## src/rtl/uart_pkg.sv

```systemverilog
// Shared definitions for the UART transmit scheduler: FSM states, frame sync byte,
// requester IDs.
package uart_pkg;

  typedef enum logic [2:0] {
    IDLE,
    ARB,
    STROBE,
    WAIT_START,
    WAIT_DONE,
    GAP
  } state_t;

  localparam logic [7:0] FRAME_SYNC = 8'hA5;

  localparam logic REQ_NONCE  = 1'b0;
  localparam logic REQ_STATUS = 1'b1;

endpackage

```

## src/rtl/uart_rr_arbiter.sv

```systemverilog
// Two-input round-robin arbiter. The pointer names the requester that wins a tie and
// moves to the other requester whenever a grant is accepted.
module uart_rr_arbiter
  import uart_pkg::*;
(
  input  logic       clock,
  input  logic       reset,
  input  logic [1:0] req,
  input  logic       accept,
  output logic       grant_valid,
  output logic       grant_id
);

  logic ptr;

  always_comb begin
    grant_valid = |req;
    grant_id    = req[ptr] ? ptr : ~ptr;
  end

  always_ff @(posedge clock) begin
    if (!reset) begin
      ptr <= REQ_NONCE;
    end else if (accept && grant_valid) begin
      ptr <= ~grant_id;
    end
  end

endmodule

```

## src/rtl/uart_tx_scheduler.sv

```systemverilog
// Sequences nonce (MSB byte first) and status messages onto a single-byte UART.
// Define UART_TX_FRAME_EN to wrap every message as sync byte, payload, then XOR checksum.
module uart_tx_scheduler
  import uart_pkg::*;
#(
  parameter int NONCE_BYTES   = 4,
  parameter int START_TIMEOUT = 16,
  parameter int GAP_CYCLES    = 2
) (
  input  logic                     clock,
  input  logic                     reset,
  input  logic                     nonce_valid,
  input  logic [8*NONCE_BYTES-1:0] nonce,
  output logic                     nonce_ready,
  input  logic                     status_valid,
  input  logic [7:0]               status,
  output logic                     status_ready,
  input  logic                     is_transmitting,
  input  logic                     is_receiving,
  output logic                     txce,
  output logic [7:0]               tx,
  output logic                     busy
);

`ifdef UART_TX_FRAME_EN
  localparam int FRAME_EXTRA = 2;
`else
  localparam int FRAME_EXTRA = 0;
`endif

  localparam int BUF_W    = 8 * (NONCE_BYTES + FRAME_EXTRA);
  localparam int MSG_MAX  = NONCE_BYTES + FRAME_EXTRA;
  localparam int CW       = $clog2(MSG_MAX + 1);
  localparam int TW       = $clog2(START_TIMEOUT + 1);
  localparam int GW       = (GAP_CYCLES > 1) ? $clog2(GAP_CYCLES + 1) : 1;
  localparam int GAP_LAST = (GAP_CYCLES > 1) ? GAP_CYCLES - 1 : 0;

  localparam logic [CW-1:0] NONCE_COUNT  = CW'(NONCE_BYTES + FRAME_EXTRA);
  localparam logic [CW-1:0] STATUS_COUNT = CW'(1 + FRAME_EXTRA);
  localparam logic [TW-1:0] TMO_LAST     = TW'(START_TIMEOUT - 1);
  localparam logic [GW-1:0] GAP_LAST_C   = GW'(GAP_LAST);

  state_t          state;
  logic [BUF_W-1:0] shift_reg;
  logic [CW-1:0]   byte_cnt;
  logic [TW-1:0]   tmo_cnt;
  logic [GW-1:0]   gap_cnt;
  logic [7:0]      tx_last;

  logic [BUF_W-1:0] nonce_load;
  logic [BUF_W-1:0] status_load;
  logic             grant_valid;
  logic             grant_id;
  logic             accept;
  logic             gap_done;
  logic [7:0]       head_byte;

`ifdef UART_TX_FRAME_EN
  logic [7:0] xor_chain [NONCE_BYTES+1];
  genvar gi;

  assign xor_chain[0] = 8'h00;
  for (gi = 0; gi < NONCE_BYTES; gi++) begin : g_xor
    assign xor_chain[gi+1] = xor_chain[gi] ^ nonce[8*gi +: 8];
  end

  // A one-byte payload is its own checksum, so status frames are sync, byte, byte.
  assign nonce_load  = {FRAME_SYNC, nonce, xor_chain[NONCE_BYTES]};
  assign status_load = BUF_W'({FRAME_SYNC, status, status}) << (BUF_W - 24);
`else
  assign nonce_load  = nonce;
  assign status_load = BUF_W'(status) << (BUF_W - 8);
`endif

  uart_rr_arbiter u_arb (
    .clock       (clock),
    .reset       (reset),
    .req         ({status_valid, nonce_valid}),
    .accept      (accept),
    .grant_valid (grant_valid),
    .grant_id    (grant_id)
  );

  assign accept       = (state == ARB);
  assign nonce_ready  = accept && grant_valid && (grant_id == REQ_NONCE);
  assign status_ready = accept && grant_valid && (grant_id == REQ_STATUS);
  assign busy         = (state != IDLE);

  // The strobe must drop in the very cycle the UART starts receiving, so it is
  // gated directly rather than registered.
  assign head_byte = shift_reg[BUF_W-1 -: 8];
  assign txce      = (state == STROBE) && !is_receiving;
  assign tx        = txce ? head_byte : tx_last;
  assign gap_done  = (gap_cnt >= GAP_LAST_C);

  always_ff @(posedge clock) begin
    if (!reset) begin
      state     <= IDLE;
      shift_reg <= '0;
      byte_cnt  <= '0;
      tmo_cnt   <= '0;
      gap_cnt   <= '0;
      tx_last   <= 8'h00;
    end else begin
      case (state)
        IDLE: begin
          if (nonce_valid || status_valid) state <= ARB;
        end
        ARB: begin
          if (grant_valid) begin
            shift_reg <= (grant_id == REQ_STATUS) ? status_load : nonce_load;
            byte_cnt  <= (grant_id == REQ_STATUS) ? STATUS_COUNT : NONCE_COUNT;
            state     <= STROBE;
          end else begin
            state <= IDLE;
          end
        end
        STROBE: begin
          if (!is_receiving) begin
            tx_last   <= head_byte;
            shift_reg <= shift_reg << 8;
            byte_cnt  <= (byte_cnt != '0) ? byte_cnt - 1'b1 : byte_cnt;
            // The strobe cycle itself is the first cycle of the start timeout.
            tmo_cnt   <= TW'(1);
            state     <= WAIT_START;
          end
        end
        WAIT_START: begin
          if (is_transmitting || tmo_cnt >= TMO_LAST) begin
            state <= WAIT_DONE;
          end else begin
            tmo_cnt <= tmo_cnt + 1'b1;
          end
        end
        WAIT_DONE: begin
          if (!is_transmitting) begin
            gap_cnt <= '0;
            state   <= GAP;
          end
        end
        GAP: begin
          if (gap_done) begin
            state <= (byte_cnt != '0) ? STROBE : IDLE;
          end else begin
            gap_cnt <= gap_cnt + 1'b1;
          end
        end
        default: state <= IDLE;
      endcase
    end
  end

endmodule

```

## config.mk

```make
export PLATFORM = sky130hd
export DESIGN_NAME = uart_tx_scheduler
export DESIGN_NICKNAME = d
export VERILOG_FILES = /design/src/rtl/uart_pkg.sv /design/src/rtl/uart_rr_arbiter.sv /design/src/rtl/uart_tx_scheduler.sv
export SDC_FILE = /design/constraint.sdc
export NUM_CORES = 1
export LEC_CHECK = 0
export ABC_CLOCK_PERIOD_IN_PS = 5200
export BUFFER_PORTS_ARGS = -buffer_cell sky130_fd_sc_hd__buf_2
export CAP_MARGIN = 20
export CORE_UTILIZATION = 58
export DETAILED_ROUTE_END_ITERATION = 10
export GPL_ROUTABILITY_DRIVEN = 0
export HOLD_SLACK_MARGIN = 0.1
export PLACE_DENSITY = 0.84
export SYNTH_ARGS = -nofsm -noshare
export SYNTH_HDL_FRONTEND = slang
export SYNTH_SLANG_ARGS = --single-unit
```

## constraint.sdc

```tcl
create_clock -name clock -period 5.2 [get_ports clock]
set_input_delay 0.52 -clock clock [delete_from_list [all_inputs] [get_ports clock]]
set_output_delay 0.52 -clock clock [all_outputs]
set_load 0.02 [all_outputs]
```

[Word-level counts from Yosys, hierarchy flattened]
Cells that the tools add are included.
Storage, ports and cells
  register bits: 54
  bits of input ports: 46
  output and inout bits: 12
  word-level logic and storage cells: 77
Cells by class
  add/subtract/negate cells: 3
  magnitude comparators: 3
  equal/unequal tests: 14
  mux-type cells: 27
  bitwise operators: 3
  reductions and logical operators: 20
Operators with widths (count)
  $mux W32: 3
  $pmux W32 S2: 1
  $mux W3: 9
  $pmux W3 S6: 1
  $ne A2 B2 Y1 const B: 8
  $mux W5: 2
  $pmux W5 S2: 1
  $reduce_and A3 Y1: 3
  $mux W2: 4
  $mux W8: 1
  $eq A3 B2 Y1 const B: 2
  $eq A3 B3 Y1 const B: 2
  $pmux W3 S2: 1
  $reduce_bool A2 Y1: 3
  $reduce_bool A3 Y1: 2
  $add A5 B1 Y5 const B: 1
  $ge A5 B4 Y1 const B: 1
  $reduce_and A5 Y1: 1
  $logic_and A1 B1 Y1: 4
  $pmux W2 S2: 1
  $reduce_and A4 Y1: 1
  $eq A3 B1 Y1 const B: 1
  $logic_not A3 Y1: 1
  $mux W1: 3
  10 further kinds: 13

[Longest topological paths before layout]
  depth after elaboration: 6
  mapped depth: 7
  depth with buffers taken out: 7

[Hierarchy]
Synthesis repeated with hierarchy kept, for this count alone.
Second synthesis, totals
  cells, all modules: 314
  area, all modules: 2676.3 µm²
Modules (own cells, without submodules)
  uart_tx_scheduler: instances 1, cells an instance 307, area an instance 2618.8 µm², seq. area each 1061.0 µm²
  uart_rr_arbiter: instances 1, cells an instance 7, area an instance 57.6 µm², seq. area each 20.0 µm²

[Least setup slack after synthesis]
OpenSTA, ideal clock, no wires.
  path type: input to output
  start: input is_receiving
  end: output tx[0]
  data arrival time: 1541 ps
  path slack: 3139 ps
  cell stages on the path: 3
  buffers on the path: 1
  cells stage by stage: nor4b_2 buf_2 mux2_1
On the way
  cells in the longest elaborated chain, start to end: 3
RTL lines
  from (decl): RTL line uart_tx_scheduler.sv:19  | input logic is_receiving,
  $logic_not A1 Y1
  $logic_and A1 B1 Y1: RTL line uart_tx_scheduler.sv:92  | assign txce = (state == STROBE) && !is_receiving;
  named net txce: RTL line uart_tx_scheduler.sv:20  | output logic txce,
  $mux W8: RTL line uart_tx_scheduler.sv:93  | assign tx = txce ? head_byte : tx_last;
  to (decl): RTL line uart_tx_scheduler.sv:21  | output logic [7:0] tx,
The timed path passes the listed nets, and every way through them passes these cells.

[Worst setup path in the final report]
  start: register state[0]
  end: register shift_reg[31]
On the way
  cells in the longest elaborated chain, start to end: 3
  elaborated cells on any way between the ends: 7
RTL lines
  from (decl): RTL line uart_tx_scheduler.sv:43  | state_t state;
  from (signal assigned): RTL line uart_tx_scheduler.sv:143  | state <= (byte_cnt != '0) ? STROBE : IDLE;
  $eq A3 B1 Y1 / $eq A3 B2 Y1 (equally long branches): RTL line uart_tx_scheduler.sv:105  | case (state)
  $ne A2 B2 Y1 (no source line) / $reduce_bool A2 Y1 (equally long branches)
  $reduce_and A3 Y1 (no source line)
  to (signal assigned): RTL line uart_tx_scheduler.sv:111  | shift_reg <= (grant_id == REQ_STATUS) ? status_load : nonce_load;
  to (signal assigned): RTL line uart_tx_scheduler.sv:121  | shift_reg <= shift_reg << 8;
  to (decl): RTL line uart_tx_scheduler.sv:44  | logic [BUF_W-1:0] shift_reg;
Several ways; a longest one is shown, not always the timed one.
A chain may end at the register's enable or synchronous reset.

==> metrics <==
critical path class reg -> reg; fin crit period roughly 2.6 ns; CTS resizes 0; # port buffers 57; internal power about 0.73 mW; layout cells sized above 1 between 20% and 30%; initial core utilization 60.7%; Worst Hold Depth 2; Synth top cells by count 54 x dfxtp_1, 34 x a21oi_1, 26 x a211oi_1; gr ovfl total 0; syn avg cell area 8.73 um^2; number of global-route vias before repair 2,240; outcome finished clean; P_sw 0.424 mW; arrival time worst endpoint 2.77 ns; Syn Inst Count between 300 and 400; register bit total from synthesis 54; CP endpoint kind flop; post-DP HPWL 4.11 mm; GRT Overall Usage about 26%; Clock Path Buffers 2; Reg2Reg Depth 4; post-synth cell types 46; Tot Pwr 1.16 mW; Largest register FFs 32; Final Core Density between 60 and 70%; Cells after DPL 391; sequential area share after synthesis 40.6%; DRC errors left 0; CTS Buf Count 5; CTS tree built; RSZ-0062 raised after global routing false; die area 0.00487 mm^2; clock power share 19.9%; # rows 24; n_diodes 0; Worst-Skew Late Latency between 0.3 and 0.4 ns; Syn Nets about 360; Hold Worst Slack between 0.4 and 0.5 ns; Die H between 60 and 70 um; most area-consuming cells after synthesis dfxtp_1 41%, a211oi_1 7.3%, a21oi_1 6.4%; Root Buffer Master clkbuf_8; Die Wd 69.8 um; P&R area growth vs syn 13.9%; largest net degree at the start of global routing 36; post-synth top area cell dfxtp_1; nets about 400; # hold bufs at CTS 0; Slew Limit Fails 0; Core Box Area 0.00438 mm^2; Post-CTS Setup Repair Bufs 0; CP max FO 26; clock sinks 54; vias per std cell 6.25; worst hold path class reg -> reg; WL/cell roughly 15 um; synth warn 0; via count roughly 2,500; Post-Route Skew approximately 0.009 ns; DRT Wirelength just over 6 mm; Finished Layout Cells ~400; period utilization roughly half; Async S/R FF share, synth 0%; setup TNS 0 ns; Detail Route Antenna Nets 0; Initial DRC Count 199; max cap viols 0; Worst-Margin Slew about 1.1 ns; CP Data Required Time ~5.4 ns; Post-synth top flop dfxtp_1; maximum clock frequency approximately 0.39 GHz; antenna violations before repair 0; Synth Cell Area ~0.0027 mm^2; clock transition at the registers of the reported paths about 0.10 ns; Synth top area share between 40% and 50%; Final Setup Violations 0; global-route wire length before repair between 10 and 15 mm; Leakage Power between 1 and 1.5 nW; Max VDD drop around 0.18 mV; most frequent cell after synthesis dfxtp_1; Comb power frac 33.7%; H-tree levels 2; Fin. Hold Viols 0; pwr dens ~380 mW/mm^2; sequential fraction of design power between 40% and 50%; # IOs 58; TritonRoute pass-1 iters 5; Switching Share ~37%; relative slew slack between 20% and 30%; Worst Setup Start Kind flop; Post-synth EDFFs 0
==> routing by layer <==
metal	wire length [um]	up-vias	GRT usage (%)	part of all wire, %
met5	0	-	0	0
met1	2830	1165	34.3	46
met4	91	0	6.89	1.5
li1	-	1232	-	-
met3	378	9	6.25	6.1
met2	2860	102	42.1	46
==> placed cells by master, fill, tap and decap left out, types with 2 or more instances in the layout <==
master and n:
a211oi_1 26, a21oi_1 34, a22oi_1 17, a31oi_1 3, and2_1 8, and3_1 10
and3b_1 2, buf_2 57, buf_4 2, clkbuf_8 5, dfxtp_1 54, ha_1 5
inv_1 10, mux2_1 8, mux2_2 2, nand2_1 15, nand2b_1 4, nand3_1 4
nand3b_1 3, nand4_1 9, nor2_1 17, nor3_1 3, o21ai_0 10, o21ai_1 3
o311a_1 2, o31ai_1 2, o32ai_1 8, or3_1 4
==> path summary, 6_finish.rpt <==
| path | from | end | slack [ns] |
|---|---|---|---|
| setup reg to reg | state[0]$_SDFFE_PN0P_ | shift_reg[31]$_SDFFE_PN0P_ | 2.65 |
| hold reg to reg | u_arb.ptr$_SDFFE_PN0P_ | u_arb.ptr$_SDFFE_PN0P_ | 0.47 |
| setup / recovery | state[0]$_SDFFE_PN0P_ | shift_reg[31]$_SDFFE_PN0P_ | 2.65 |
| hold / removal | u_arb.ptr$_SDFFE_PN0P_ | u_arb.ptr$_SDFFE_PN0P_ | 0.47 |
==> cells by family after synthesis <==
group	count (synthesis)	share of synthesized area, %
AOI/OAI and AO/OA	113	28.7
xor gates and xnor gates	1	0.329
adders and majority gates	5	2.35
buffers and inverters	37	5.78
DFF	54	40.6
muxes	10	4.23
and+or+nand+nor	85	18.0
==> layout make-up <==
class	instances	area, um^2
Inverter	12	45.0
Fill cell	361	1350
Multi-Input combinational cell	214	1430
Tap cell	52	65.1
Clock buffer	6	72.6
Timing Repair Buffer	61	327
Sequential cell	54	1080
Clock inverter	2	13.8
==> critical path: stages (launching register included) <==
cell	delay [ns]
dfxtp_1	0.59
nand2b_1	0.20
o22ai_2	0.81
nand3_1	0.45
o32ai_1	0.40
==> power groups by stage <==
stage	clock network (mW)	logic [mW]	registers [mW]
after floorplan	0	0.311	0.519
after global placement	0	0.367	0.540
after detailed placement	0	0.376	0.544
after CTS	0.232	0.378	0.534
after global routing	0.252	0.431	0.544
final	0.231	0.391	0.537
==> per-stage QoR <==
| stage | worst slack [ns] | instance area [um^2] |
|---|---|---|
| after floorplan | 3.14 | 2660 |
| after global placement | 2.73 | 2920 |
| after detailed placement | 2.67 | 2920 |
| after CTS | 2.64 | 3010 |
| after global routing | 2.49 | 3030 |
| final | 2.65 | 3030 |
No activity file was read; power rests on OpenSTA's default activity.
